<file path="config.mk">
export PLATFORM = sky130hd
export DESIGN_NAME = bit32_1to3_demux_reg_flat
export DESIGN_NICKNAME = d
export VERILOG_FILES = /design/src/rtl/bit32_1to3_demux_reg_if.sv /design/src/rtl/bit32_1to3_demux_reg.sv /design/src/flat_wrapper.sv
export SDC_FILE = /design/constraint.sdc
export NUM_CORES = 1
export LEC_CHECK = 0
export ABC_AREA = 0
export CORE_ASPECT_RATIO = 0.75
export CORE_UTILIZATION = 44
export DETAILED_ROUTE_END_ITERATION = 6
export PLACE_DENSITY = 0.78
export SLEW_MARGIN = 10
export SYNTH_ARGS = -nofsm -noshare
export SYNTH_HDL_FRONTEND = slang
export SYNTH_SLANG_ARGS = --single-unit
</file>
<file path="constraint.sdc">
create_clock -name clk -period 2.3 [get_ports clk]
set_input_delay 0.345 -clock clk [delete_from_list [all_inputs] [get_ports clk]]
set_output_delay 0.345 -clock clk [all_outputs]
set_load 0.03 [all_outputs]
</file>
<file path="src/rtl/bit32_1to3_demux_reg_if.sv">
// Handshake bundle for the registered 1-to-3 demux: one producer stream in,
// three consumer streams out, plus the drop-error side band.
interface bit32_1to3_demux_reg_if #(
  parameter int unsigned WIDTH = 32,
  parameter int unsigned CNT_W = 8
);
  logic             in_valid;
  logic             in_ready;
  logic [1:0]       in_sel;
  logic [WIDTH-1:0] in_data;

  logic             out1_valid, out2_valid, out3_valid;
  logic             out1_ready, out2_ready, out3_ready;
  logic [WIDTH-1:0] out1_data, out2_data, out3_data;

  logic             drop_err;
  logic [CNT_W-1:0] drop_count;
  logic             err_clr;

  // Environment side: producer, consumers and error-clear source.
  modport master (
    output in_valid, in_sel, in_data, out1_ready, out2_ready, out3_ready, err_clr,
    input  in_ready, out1_valid, out2_valid, out3_valid,
    input  out1_data, out2_data, out3_data, drop_err, drop_count
  );

  modport slave (
    input  in_valid, in_sel, in_data, out1_ready, out2_ready, out3_ready, err_clr,
    output in_ready, out1_valid, out2_valid, out3_valid,
    output out1_data, out2_data, out3_data, drop_err, drop_count
  );
endinterface

</file>
<file path="src/rtl/bit32_1to3_demux_reg.sv">
// Registered 1-to-3 demultiplexer with valid/ready handshaking. Each output port
// holds one entry; words with select 2'b11 are dropped and counted.
module bit32_1to3_demux_reg #(
  parameter int unsigned WIDTH = 32,
  parameter int unsigned CNT_W = 8
) (
  input  logic                   clk,
  input  logic                   reset,
  bit32_1to3_demux_reg_if.slave  bus
);

  localparam logic [CNT_W-1:0] CntMax = {CNT_W{1'b1}};

  logic [2:0]       out_valid_q, out_valid_d;
  logic [WIDTH-1:0] out_data_q [3];
  logic [WIDTH-1:0] out_data_d [3];
  logic             drop_err_q, drop_err_d;
  logic [CNT_W-1:0] drop_count_q, drop_count_d;

  logic [2:0] out_ready;
  logic [2:0] sel_oh;
  logic       is_drop;
  logic       in_ready;
  logic       accept;

  always_comb begin
    out_ready = {bus.out3_ready, bus.out2_ready, bus.out1_ready};
    sel_oh    = 3'b000;
    unique case (bus.in_sel)
      2'b00:   sel_oh = 3'b001;
      2'b01:   sel_oh = 3'b010;
      2'b10:   sel_oh = 3'b100;
      default: sel_oh = 3'b000;
    endcase
    is_drop  = (bus.in_sel == 2'b11);
    // A full port can still accept if it is draining in the same cycle.
    in_ready = is_drop | (|(sel_oh & (~out_valid_q | out_ready)));
    accept   = bus.in_valid & in_ready;

    for (int i = 0; i < 3; i++) begin
      out_valid_d[i] = out_valid_q[i] & ~out_ready[i];
      out_data_d[i]  = out_data_q[i];
      if (accept && sel_oh[i]) begin
        out_valid_d[i] = 1'b1;
        out_data_d[i]  = bus.in_data;
      end
    end

    drop_err_d   = drop_err_q;
    drop_count_d = drop_count_q;
    if (bus.err_clr) begin
      drop_err_d   = 1'b0;
      drop_count_d = '0;
    end
    // Applied after the clear so a simultaneous drop wins.
    if (accept && is_drop) begin
      drop_err_d = 1'b1;
      if (drop_count_d != CntMax) drop_count_d = drop_count_d + CNT_W'(1);
    end
  end

  always_ff @(posedge clk) begin
    if (reset) begin
      out_valid_q  <= '0;
      drop_err_q   <= 1'b0;
      drop_count_q <= '0;
      for (int i = 0; i < 3; i++) out_data_q[i] <= '0;
    end else begin
      out_valid_q  <= out_valid_d;
      drop_err_q   <= drop_err_d;
      drop_count_q <= drop_count_d;
      for (int i = 0; i < 3; i++) out_data_q[i] <= out_data_d[i];
    end
  end

  assign bus.in_ready   = in_ready;
  assign bus.out1_valid = out_valid_q[0];
  assign bus.out2_valid = out_valid_q[1];
  assign bus.out3_valid = out_valid_q[2];
  assign bus.out1_data  = out_data_q[0];
  assign bus.out2_data  = out_data_q[1];
  assign bus.out3_data  = out_data_q[2];
  assign bus.drop_err   = drop_err_q;
  assign bus.drop_count = drop_count_q;

endmodule

</file>
<file path="src/flat_wrapper.sv">
// flat-port wrapper written by rule: the top's interface ports become plain ports
module bit32_1to3_demux_reg_flat 
#(
  parameter int unsigned WIDTH = 32,
  parameter int unsigned CNT_W = 8
)
  (clk, reset, bus_in_valid, bus_in_sel, bus_in_data, bus_out1_ready, bus_out2_ready, bus_out3_ready, bus_err_clr, bus_in_ready, bus_out1_valid, bus_out2_valid, bus_out3_valid, bus_out1_data, bus_out2_data, bus_out3_data, bus_drop_err, bus_drop_count);
  bit32_1to3_demux_reg_if #(.WIDTH(WIDTH), .CNT_W(CNT_W)) bus_i ();
  input  logic clk;
  input  logic reset;
  input wire logic [$bits(bus_i.in_valid)-1:0] bus_in_valid;
  input wire logic [$bits(bus_i.in_sel)-1:0] bus_in_sel;
  input wire logic [$bits(bus_i.in_data)-1:0] bus_in_data;
  input wire logic [$bits(bus_i.out1_ready)-1:0] bus_out1_ready;
  input wire logic [$bits(bus_i.out2_ready)-1:0] bus_out2_ready;
  input wire logic [$bits(bus_i.out3_ready)-1:0] bus_out3_ready;
  input wire logic [$bits(bus_i.err_clr)-1:0] bus_err_clr;
  output wire logic [$bits(bus_i.in_ready)-1:0] bus_in_ready;
  output wire logic [$bits(bus_i.out1_valid)-1:0] bus_out1_valid;
  output wire logic [$bits(bus_i.out2_valid)-1:0] bus_out2_valid;
  output wire logic [$bits(bus_i.out3_valid)-1:0] bus_out3_valid;
  output wire logic [$bits(bus_i.out1_data)-1:0] bus_out1_data;
  output wire logic [$bits(bus_i.out2_data)-1:0] bus_out2_data;
  output wire logic [$bits(bus_i.out3_data)-1:0] bus_out3_data;
  output wire logic [$bits(bus_i.drop_err)-1:0] bus_drop_err;
  output wire logic [$bits(bus_i.drop_count)-1:0] bus_drop_count;
  assign bus_i.in_valid = bus_in_valid;
  assign bus_i.in_sel = bus_in_sel;
  assign bus_i.in_data = bus_in_data;
  assign bus_i.out1_ready = bus_out1_ready;
  assign bus_i.out2_ready = bus_out2_ready;
  assign bus_i.out3_ready = bus_out3_ready;
  assign bus_i.err_clr = bus_err_clr;
  assign bus_in_ready = bus_i.in_ready;
  assign bus_out1_valid = bus_i.out1_valid;
  assign bus_out2_valid = bus_i.out2_valid;
  assign bus_out3_valid = bus_i.out3_valid;
  assign bus_out1_data = bus_i.out1_data;
  assign bus_out2_data = bus_i.out2_data;
  assign bus_out3_data = bus_i.out3_data;
  assign bus_drop_err = bus_i.drop_err;
  assign bus_drop_count = bus_i.drop_count;
  bit32_1to3_demux_reg #(.WIDTH(WIDTH), .CNT_W(CNT_W)) u_core (.clk(clk), .reset(reset), .bus(bus_i));
endmodule
</file>
==> run summary, run 1 <==
The run finished, with violations left. The final reports fail on design-rule violations. The instance count along the most critical hold path was 2.

The peak supply drop is 421 uV, and the final-report setup violation count is 0. For the hold buffer count at cts, the log shows 0. The analysis attributes to cell leakage a power of 2.04 nW. The number of antenna violations at the first check in global routing came out at 0. On the final layout, the worst clock skew is 0.00873 ns. The run gives 0.00860 mm^2 as the area inside the core boundary.

The pin slew with the least headroom to its limit is 0.447 ns. Routability-driven placement finished with a final weighted congestion of 0.856. TritonCTS built the clock tree.

Summing every instance area after synthesis gives 0.00396 mm^2. Vertical die dimension: 84.2 um. Clock-pin slew was measured on the worst setup and hold paths at 0.07 ns. The post-CTS setup repair buffer count is 0, and the number of enable-type register cells in the synthesized netlist is 0.

During placement, the flow inserted port buffers numbering 149. The nature of the critical path startpoint was a primary input. The type of destination of the critical path is a flip-flop. Measured in cells, the most critical reg-to-reg path has a length of 6. The post-synthesis async set-or-reset flop share was 0. The sum of buffers and inverters on the critical path works out to 1. In the post-synthesis netlist, the biggest area contributors are dfxtp_1 (55%), nand2_1 (18%), a21oi_1 (12%). Data on the critical path is required at its endpoint by 2.51 ns. The part of the cycle the worst path needs is 0.879. The main flop type after synthesis was dfxtp_1. Of all cell types, the one taking the most synthesized area is dfxtp_1. The tools report the antenna diode count as 0. For the number of remaining DRC errors, the log shows 11. Traced cell by cell, the critical path runs through clkdlybuf4s50_1 > nor2b_1 > ha_1 > nand4b_1 > o21ai_0 > mux2i_1 > nor2_1. The worst-skew pair later-pin latency was 0.34 ns. When the netlist entered floorplanning its net count stood at 535.

For the number of vias after detailed routing, the log shows 3881. The area share of the largest cell type after synthesis was 0.546; the remaining antenna violation count was 0. For this block, the initial DRC count from the detailed router was 245. Number of max-slew violations in the final report: 0. The die covers 0.00939 mm^2. Adding up every negative setup slack in the final design gives 0 ns. The endpoint identified for the worst register-to-register timing path is u_core.bus.drop_count[1]. The relative slew slack came out at 0.702. The tree built by TritonCTS fans out to 108 sinks. Arrival time of the worst setup path: 2.24 ns. Total of flip-flops plus latches after synthesis: 108. The tools report the worst setup slack for register-to-register paths as 0.41 ns. The area growth from synthesis to final layout was 47.3%. The largest net degree at the start of global routing was 52; the mean routed wirelength per cell was 15.2 um.

The number of clock buffers inserted by TritonCTS is 9. The maximum fanout count along the critical path was 5; the synthesized area per cell was 8.04 um^2. Setup repair after global routing left no endpoint under its margin.

The first global-routing pass estimated 18200 um of wire. The final critical delay including setup and external delays came out at 2.02 ns. The final-report hold violation count was 0. Cell at the slowest stage of the critical path: clkdlybuf4s50_1. Total power divided by cell area: 683 mW/mm^2. The startpoint identified for the worst register-to-register timing path is u_core.bus.drop_count[0]. After technology mapping, the gate count stands at 493.

The initial cell density of the core was 0.461. In this run the most critical hold path is launched from reset. The path with the worst hold slack has its endpoint at u_core.bus.drop_count[2].

In the synthesized netlist, the cells that appear most often are nand2_1 (194), dfxtp_1 (108), a21oi_1 (98). The path class of the lowest-slack min-delay path is in2reg. The achievable clock frequency is 494 MHz, and the number of detailed-routing iterations run before antenna repair is 7.

The logs give 3654 for the via count of the first global-routing pass and 29 for the count of standard-cell rows. The critical setup path kind was in2reg. The total global routing track utilization came out at 0.244. The net count of the finished layout is 676. The post-cts sizing count was 0. Grouping stages by cell kind, the critical path spends the most delay in simple AND/OR/NAND/NOR gates. Counting along the longest clock path gives a buffer depth of 2.

The sequential cell area fraction in the yosys report was 0.546. After synthesis, the netlist uses 28 different library cells. Max-cap violations in this run came to 0. Leading cell type by number of instances after synthesis: nand2_1. The average vias per placed instance is 5.20, and the total half-perimeter wirelength after legalization and detailed placement is 7930 um. The wire length after detailed routing was 11300 um; the share of final-layout standard cells stronger than drive strength 1 was 0.0595. The horizontal die dimension works out to 112 um. The final design utilization was 0.678; the warning count from the yosys run was 0. The largest single stage delay on the critical path is 0.47 ns. The number of top-level design ports is 150. The buffer type at the clock tree root is clkbuf_16. The tools report the maximum level of the CTS H-tree as 3. Global routing finished with a remaining overflow of 0.
-- worst max path at each step --
stage | start | to | slack, ns | cells after the start
after CTS | bus_err_clr | u_core.bus.drop_count[1] | 0.30 | 7
after floorplan | u_core.bus.drop_count[0] | u_core.bus.drop_count[4] | 0.48 | 6
after detailed placement | bus_err_clr | u_core.bus.drop_count[1] | -0.04 | 7
final | bus_err_clr | u_core.bus.drop_count[1] | 0.28 | 7
after global routing | bus_err_clr | u_core.bus.drop_count[1] | 0.11 | 7
after global placement | bus_err_clr | u_core.bus.drop_count[1] | 0.14 | 7
-- where the power goes --
group / total [W] / switching (W) / internal (W)
Sequential: 0.00196 / 0.0000310 / 0.00193
Combinational: 0.000517 / 0.000301 / 0.000216
Clock: 0.00151 / 0.000697 / 0.000808
Total: 0.00398 / 0.00103 / 0.00295
-- cell usage in the layout (no fill, tap or decap), drive strengths merged --
cell and count:
or3 2, nand2b 9, inv 1, a211oi 1, nor2b 5, ha 1
nand2 194, a21oi 99, clkdlybuf4s50 147, and4b 1, buf 19, o211ai 1
nor3 5, nand4b 1, nor2 7, o21ai 4, and2 2, mux2i 2
nand3 2, o2111ai 2, clkbuf 11, dfxtp 108, nand4 3, clkinvlp 1
or3b 1, xnor2 3, clkinv 3, and3 2, xor2 2
-- cell families after synthesis --
logic type	Yosys count	synth area share
simple gates	234	0.245
buf+inv	36	0.0505
compound gates	107	0.139
flops	108	0.546
mux	2	0.00505
xor+xnor	5	0.0111
fa+ha+maj	1	0.00316
-- worst register-to-register path: stages, from the launching register on --
cell and delay [ns]:
dfxtp_1 0.35, nor2b_1 0.20, ha_1 0.26, nand4b_1 0.23
o21ai_0 0.42, mux2i_1 0.25, nor2_1 0.05
-- per-layer routing --
layer | track usage | wire length, um | vias to the layer above
met4 | 0.0516 | 85 | 0
met1 | 0.303 | 4850 | 1823
met2 | 0.405 | 5180 | 159
met3 | 0.0917 | 1210 | 14
li1 | - | - | 1885
met5 | 0 | 0 | -
-- stage by stage --
step	setup slack (ns)	total power, W	hold slack, ns	area [um^2]	instances
floorplan	0.480	0.00226	0.481	3960	493
finish	0.277	0.00398	0.436	5830	747
global placement	0.138	0.00251	0.440	5540	731
detailed placement	-0.0374	0.00252	0.447	5540	731
CTS	0.301	0.00401	0.434	5830	747
global route	0.112	0.00413	0.449	5830	747
-- sequential cells by signal, summed over array words and instances, names as in the netlist --
name,flops
u_core.out_data_q,96
u_core.bus.drop_count,8
u_core.out_valid_q,3
u_core.bus.drop_err,1
-- cell type report --
cell class,count,area (um^2)
Clock buffer,11,253
Tap cell,108,135
Clock inverter,5,45.0
Sequential cell,108,2160
Fill cell,736,2770
Timing Repair Buffer,166,1630
Multi-Input combinational cell,349,1610
Power figures use the tool's default switching activity.
==> run 2: changes to the inputs <==
--- a/config.mk
+++ b/config.mk
@@ -8,2 +8,3 @@
 export ABC_AREA = 0
+export CAP_MARGIN = 20
 export CORE_ASPECT_RATIO = 0.75
--- a/constraint.sdc
+++ b/constraint.sdc
@@ -3,2 +3,2 @@
 set_output_delay 0.345 -clock clk [all_outputs]
-set_load 0.03 [all_outputs]
+set_load 0.02 [all_outputs]
==> run 2 against run 1 <==
  * The run still ends with design-rule violations left
  * Sequential share of layout area fell by 0.17 points
  * Design area rose by 0.47%
  * Critical path depth fell by 2
  * Combinational power fell by 7.9%
  * Routed wire length rose by 2.4%
  * Register-to-register slack got worse by 0.04 ns
  * Utilization rose by 0.32 points
  * Via count fell by 2.1%
  * Flip-flop and latch count did not move
  * Total power rose by 2.7%
  * Clock power rose by 9%
  * Critical path type is now in2out
  * Critical endpoint is now bus_in_ready
  * Largest cell class unchanged
  * Largest power group unchanged
==> run summary, run 2 (synthesis gave the netlist of run 1 again) <==
Type of destination of the critical path: a primary output (was a flip-flop). The number of flip-flops under the largest register name is 96 (unchanged). The part of the cycle the worst path needs is 0.948 (was 0.879), and the via count of the first global-routing pass is 3610 (was 3654). The remaining antenna violation count came out at 0 (unchanged). The non-filler instance count after layout was 745 (was 747); the mean routed wirelength per cell was 15.6 um (was 15.2 um). The count of standard-cell rows is 29 (unchanged).

The post-cts sizing count was 0 (unchanged); the total placed cells including tap cells was 729 (was 731). The initial cell density of the core was 0.461 (unchanged). Largest clock skew in the final design: 0.00587 ns (was 0.00873 ns). The nature of the critical path startpoint was a primary input (unchanged). The run gives 0 (unchanged) as the number of max-slew violations in the final report. Violated checks: design-rule violations (unchanged). The run gives 0.905 (was 0.856) as the routability congestion estimate. Worst-skew pair later-pin latency: 0.34 ns (about the same). Startpoint of the worst-slack reg-to-reg timing path: u_core.bus.drop_count[0] (unchanged).

Vertical die dimension: 84.2 um (unchanged). The wire length of the first global-routing pass was 18600 um (was 18200 um); the number of vias after detailed routing was 3800 (was 3881). Leakage power: 2.04 nW (about the same). The largest register by flop count was u_core.out_data_q (unchanged). The flow ran to the end, but the final reports show violations. The number of sinks handled by clock tree synthesis is 108 (unchanged).

The final-report setup violation count was 0 (unchanged); the achievable clock frequency was 459 MHz (was 494 MHz). The maximum level of the CTS H-tree came out at 3 (unchanged). The startpoint of the most critical setup path was bus_out1_ready (was bus_err_clr).

The wire length after detailed routing is 11600 um (was 11300 um), and the horizontal die dimension is 112 um (unchanged). Buffer type at the clock tree root: clkbuf_16 (unchanged). The arrival time of the worst setup path is 1.84 ns (was 2.24 ns). The maximum fanout count along the critical path is 2 (was 5). The area growth from synthesis to final layout was 47.9% (was 47.3%). The worst hold slack across all endpoints came out at 0.453 ns (was 0.436 ns). The run gives 9 (unchanged) as the number of clock buffers inserted by TritonCTS. The number of top-level design ports was 150 (unchanged); the clock transition at the registers of the reported paths was 0.07 ns (about the same). For the antenna diode count, the log shows 0 (unchanged). For the relative slew slack, the log shows 0.684 (was 0.702).

Filler cell count in the final layout: 697 (was 736). The final net count was 674 (was 676). The tools report the number of remaining DRC errors as 11 (unchanged). The total die area is 0.00939 mm^2 (unchanged). The total global routing track utilization is 0.253 (was 0.244). Setup repair after global routing left no endpoint under its margin. The number of maximum-capacitance constraint violations came out at 0 (unchanged).

TritonCTS built the clock tree. The total power divided by cell area came out at 698 mW/mm^2 (was 683 mW/mm^2). The critical setup path kind is in2out (was in2reg).

Area taken by multi-input logic gates: 0.00161 mm^2 (unchanged). The peak supply drop came out at 473 uV (was 421 uV). The leading cell type in the layout, fill and taps excluded was nand2_1 (unchanged). The register area was 0.00216 mm^2 (unchanged). The final critical delay including setup and external delays was 2.18 ns (was 2.02 ns); the area inside the core boundary was 0.00860 mm^2 (unchanged).

The logs give 0 (unchanged) for the hold buffer count at cts and 0 (unchanged) for the number of antenna violations at the first check in global routing. The number of violations reported at the end of detailed-routing iteration 0 came out at 277 (was 245). Maximum clock path buffer count: 2 (unchanged). The number of port buffers was 149 (unchanged); the largest net degree at the start of global routing was 109 (was 52).

The tools report the required time of the critical path as 1.96 ns (was 2.51 ns). The total congestion overflow after global routing came out at 0 (unchanged). The number of detailed-routing iterations run before antenna repair is 6 (was 7). Commonest cells after routing, fill and taps aside: nand2_1 (194), clkdlybuf4s50_1 (148), dfxtp_1 (108) (was nand2_1 (194), clkdlybuf4s50_1 (147), dfxtp_1 (108)).

The share of final-layout standard cells stronger than drive strength 1 came out at 0.0549 (was 0.0595). The tools report the total half-perimeter wirelength after legalization and detailed placement as 7790 um (was 7930 um). The final-report hold violation count came out at 0 (unchanged). The pin slew with the least headroom to its limit was 0.474 ns (was 0.447 ns). The source of the worst hold timing path was u_core.out_data_q[0][63] (was reset). For the post-CTS setup repair buffer count, the log shows 0 (unchanged). The average vias per placed instance came out at 5.10 (was 5.20).

Path class of the lowest-slack min-delay path: reg2reg (was in2reg).
[run 2: worst max-delay path: stages]
cell             delay (ns)
clkdlybuf4s50_1        0.47
nand2b_1               0.16
o21ai_0                0.09
o21ai_0                0.15
clkdlybuf4s50_1        0.62
[run 2: final timing paths]
path                              endpoint  slack, ns  cells after the start
setup / recovery              bus_in_ready       0.12                      5
hold / removal    u_core.out_data_q[0][63]       0.45                      2
setup reg to reg  u_core.bus.drop_count[1]       0.37                      6
hold reg to reg   u_core.out_data_q[0][63]       0.45                      2
[run 2: area by class of cell]
class | count | area share
sequential | 108 | 0.369
timing repair buffer | 164 | 0.278
multi-input combinational | 349 | 0.275
clock buffer | 10 | 0.0408
tap | 108 | 0.0231
clock inverter | 6 | 0.0147
[run 2: metal layers]
| metal | up-vias | share of wire | track usage |
|---|---|---|---|
| met2 | 147 | 0.46 | 0.407 |
| met5 | - | 0 | 0 |
| met1 | 1763 | 0.42 | 0.313 |
| met4 | 0 | 0.014 | 0.0786 |
| met3 | 15 | 0.10 | 0.101 |
| li1 | 1875 | - | - |
[run 2: metrics by stage]
| step | setup WS (ns) | cell area (um^2) | total power, W | util | TNS, ns |
|---|---|---|---|---|---|
| after floorplan | 0.557 | 3960 | 0.00222 | - | 0 |
| after global placement | 0.116 | 5540 | 0.00247 | 0.644 | 0 |
| after detailed placement | -0.0357 | 5540 | 0.00248 | 0.644 | -0.0357 |
| after CTS | 0.119 | 5860 | 0.00412 | 0.682 | 0 |
| after global routing | 0.00506 | 5860 | 0.00424 | 0.682 | 0 |
| final | 0.119 | 5860 | 0.00409 | 0.682 | 0 |
[run 2: where the power goes]
group | total [W] | internal [W] | switching, W
sequential | 0.00196 | 0.00193 | 0.0000313
combinational | 0.000476 | 0.000217 | 0.000259
clock | 0.00165 | 0.000983 | 0.000669
total | 0.00409 | 0.00313 | 0.000960
==> run 3: changes to the inputs <==
Settings changed: CORE_ASPECT_RATIO 0.75 to 1.25.
==> run 3 against run 2 <==
  * Worst setup slack worse by 0.0050 ns
  * Routed wire length shrank 5.8%
  * Critical endpoint unchanged
  * The flow now finishes without violations
  * First-iteration DRC count down 43%
  * Critical path type unchanged
  * Non-clock buffer count down 4
  * Via count decreased by 0.71%
  * Clock skew up 0.0098 ns
  * Flip-flop and latch count unchanged
  * Clock power decreased by 35%
==> run summary, run 3 (synthesis gave the netlist of run 1 again) <==
The run finished with clean final reports. The total power divided by cell area works out to 611 mW/mm^2 (was 698 mW/mm^2). The number of maximum-capacitance constraint violations was 0 (unchanged); the area taken by multi-input logic gates was 0.00161 mm^2 (unchanged).

The tools report the area inside the core boundary as 0.00870 mm^2 (was 0.00860 mm^2). For the number of remaining DRC errors, the log shows 0 (was 11). The total die area was 0.00939 mm^2 (about the same). The required time of the critical path is 1.96 ns (about the same), and the share of final-layout standard cells stronger than drive strength 1 is 0.0474 (was 0.0549). The tools report the worst-skew pair later-pin latency as 0.36 ns (was 0.34 ns). The run gives 7450 um (was 7790 um) as the total half-perimeter wirelength after legalization and detailed placement. The horizontal die dimension was 86.9 um (was 112 um); the wire length after detailed routing was 10900 um (was 11600 um). The tools report the via count of the first global-routing pass as 3599 (was 3610).

The sum of buffers and inverters on the critical path was 2 (unchanged); the total congestion overflow after global routing was 0 (unchanged). Vertical die dimension: 108 um (was 84.2 um). The post-CTS setup repair buffer count is 0 (unchanged), and the arrival time of the worst setup path is 1.84 ns (about the same). The cell at the slowest stage of the critical path is clkdlybuf4s50_1 (unchanged). Family with the most delay on the worst path: buffers and inverters (unchanged). For the wire length of the first global-routing pass, the log shows 17100 um (was 18600 um). The run gives 0.455 (was 0.461) as the initial cell density of the core.

The total placed cells including tap cells was 737 (was 729); the total global routing track utilization was 0.235 (was 0.253). The largest net degree at the start of global routing was 100 (was 109); the cell area after placement was 0.00556 mm^2 (was 0.00554 mm^2). The path class of the lowest-slack min-delay path was in2reg (was reg2reg). Buffer type at the clock tree root: clkbuf_8 (was clkbuf_16). The remaining antenna violation count is 0 (unchanged).

For the hold buffer count at cts, the log shows 0 (unchanged). Setup repair after global routing left no endpoint under its margin. Maximum level of the CTS H-tree: 3 (unchanged). The area growth from synthesis to final layout was 44.9% (was 47.9%); the number of port buffers was 149 (unchanged). The delay of the slowest critical-path stage was 0.63 ns (was 0.62 ns).

The largest register by flop count is u_core.out_data_q (unchanged). The critical setup path kind was in2out (unchanged). The pin slew with the least headroom to its limit works out to 0.450 ns (was 0.474 ns). The number of sinks handled by clock tree synthesis was 108 (unchanged); the number of vias after detailed routing was 3773 (was 3800).

The number of top-level design ports was 150 (unchanged); the final critical delay including setup and external delays was 2.19 ns (was 2.18 ns). The tools report the routability congestion estimate as 0.830 (was 0.905). The tools report the type of destination of the critical path as a primary output (unchanged).

The peak-usage layer in the global routing report is met2 (unchanged). The clock transition at the registers of the reported paths works out to 0.10 ns (was 0.07 ns). The run gives 0.424 (was 0.407) as the met2 usage. The maximum clock path buffer count is 2 (unchanged), and the instance count along the most critical hold path is 2 (unchanged).

For the largest clock skew in the final design, the log shows 0.0157 ns (was 0.00587 ns). The tools report the number of violations reported at the end of detailed-routing iteration 0 as 159 (was 277). The filler cell count in the final layout came out at 746 (was 697).

List of cells traversed by the critical path: clkdlybuf4s50_1 > nand2b_1 > o21ai_0 > o21ai_0 > clkdlybuf4s50_1 (unchanged). For the smallest setup slack after layout, the log shows 0.114 ns (was 0.119 ns). The final-report hold violation count was 0 (unchanged); the mean routed wirelength per cell was 14.5 um (was 15.6 um). The maximum fanout count along the critical path was 2 (unchanged); the antenna diode count was 0 (unchanged). The number of detailed-routing iterations run before antenna repair was 4 (was 6). Number of clock buffers inserted by TritonCTS: 9 (unchanged). The tools report the count of standard-cell rows as 38 (was 29).

The number of antenna violations at the first check in global routing is 0 (unchanged). Final-report setup violation count: 0 (unchanged). Commonest cells after routing, fill and taps aside: nand2_1 (194), clkdlybuf4s50_1 (148), dfxtp_1 (108) (unchanged). The tools report the peak supply drop as 357 uV (was 473 uV). The logs give 0.0489 ns (was -0.0357 ns) for the pre-CTS setup slack and 0.0565 (was 0.101) for the met3 global-route usage. The nature of the critical path startpoint is a primary input (unchanged).

The number of cells on the critical path came out at 5 (unchanged). The part of the cycle the worst path needs was 0.950 (was 0.948). TritonCTS built the clock tree. The number of flip-flops under the largest register name was 96 (unchanged). The tools report the setup TNS after final layout as 0 ns (unchanged). The final net count was 670 (was 674); the average vias per placed instance was 5.01 (was 5.10). The leakage power was 1.97 nW (was 2.04 nW); the relative slew slack was 0.700 (was 0.684). The number of max-slew violations in the final report is 0 (unchanged).

The register area is 0.00216 mm^2 (unchanged), and the achievable clock frequency is 457 MHz (was 459 MHz). Leading cell type in the layout, fill and taps excluded: nand2_1 (unchanged). The met1 track demand over resource in global routing is 0.263 (was 0.313), and the cell depth of the worst flop-to-flop path is 6 (unchanged).

The tools report the non-filler instance count after layout as 753 (was 745). The post-cts sizing count was 0 (unchanged); the post-layout instance area was 0.00574 mm^2 (was 0.00586 mm^2).
[run 3: changes by cell type in the layout (fill, tap and decap cells not counted), sizes merged]
cell / delta
buf: -4
inv: +1
clkbuf: +1
bufinv: -2
[run 3: final cells by class]
| cell class | instances | area share |
|---|---|---|
| Multi-Input combinational cell | 349 | 0.281 |
| Clock inverter | 5 | 0.00741 |
| Sequential cell | 108 | 0.377 |
| Clock buffer | 11 | 0.0246 |
| Timing Repair Buffer | 160 | 0.285 |
| Tap cell | 120 | 0.0261 |
[run 3: worst reg2reg max path, stage by stage, from the launching register on]
cell,delay [ns]
dfxtp_1,0.37
nor2b_1,0.23
ha_1,0.24
nand4b_1,0.21
o21ai_0,0.39
mux2i_1,0.23
nor2_1,0.06
[run 3: through the flow]
step / hold WS, ns / total power (W) / util
final: 0.232 / 0.00351 / 0.660
after global routing: 0.231 / 0.00364 / 0.660
after CTS: 0.215 / 0.00353 / 0.660
after detailed placement: 0.447 / 0.00247 / 0.639
after global placement: 0.441 / 0.00247 / 0.639
after floorplan: 0.481 / 0.00222 / -
[run 3: path summary, 6_finish.rpt]
path                                   end  slack [ns]                startpoint
setup / recovery              bus_in_ready        0.11            bus_out1_ready
setup reg to reg  u_core.bus.drop_count[1]        0.46  u_core.bus.drop_count[0]
hold / removal       u_core.out_valid_q[0]        0.23                     reset
hold reg to reg   u_core.out_data_q[0][82]        0.46  u_core.out_data_q[0][82]
[run 3: layer usage]
metal  vias up  share of wire
li1       1863              -
met1      1772           0.41
met2       116           0.52
met3        22          0.053
met4         0          0.023
met5         -              0
[run 3: where the power goes]
| group | leakage [nW] | switching (W) | internal [W] |
|---|---|---|---|
| clock | 0.0905 | 0.000642 | 0.000437 |
| combinational | 1.00 | 0.000253 | 0.000220 |
| sequential | 0.877 | 0.0000305 | 0.00193 |
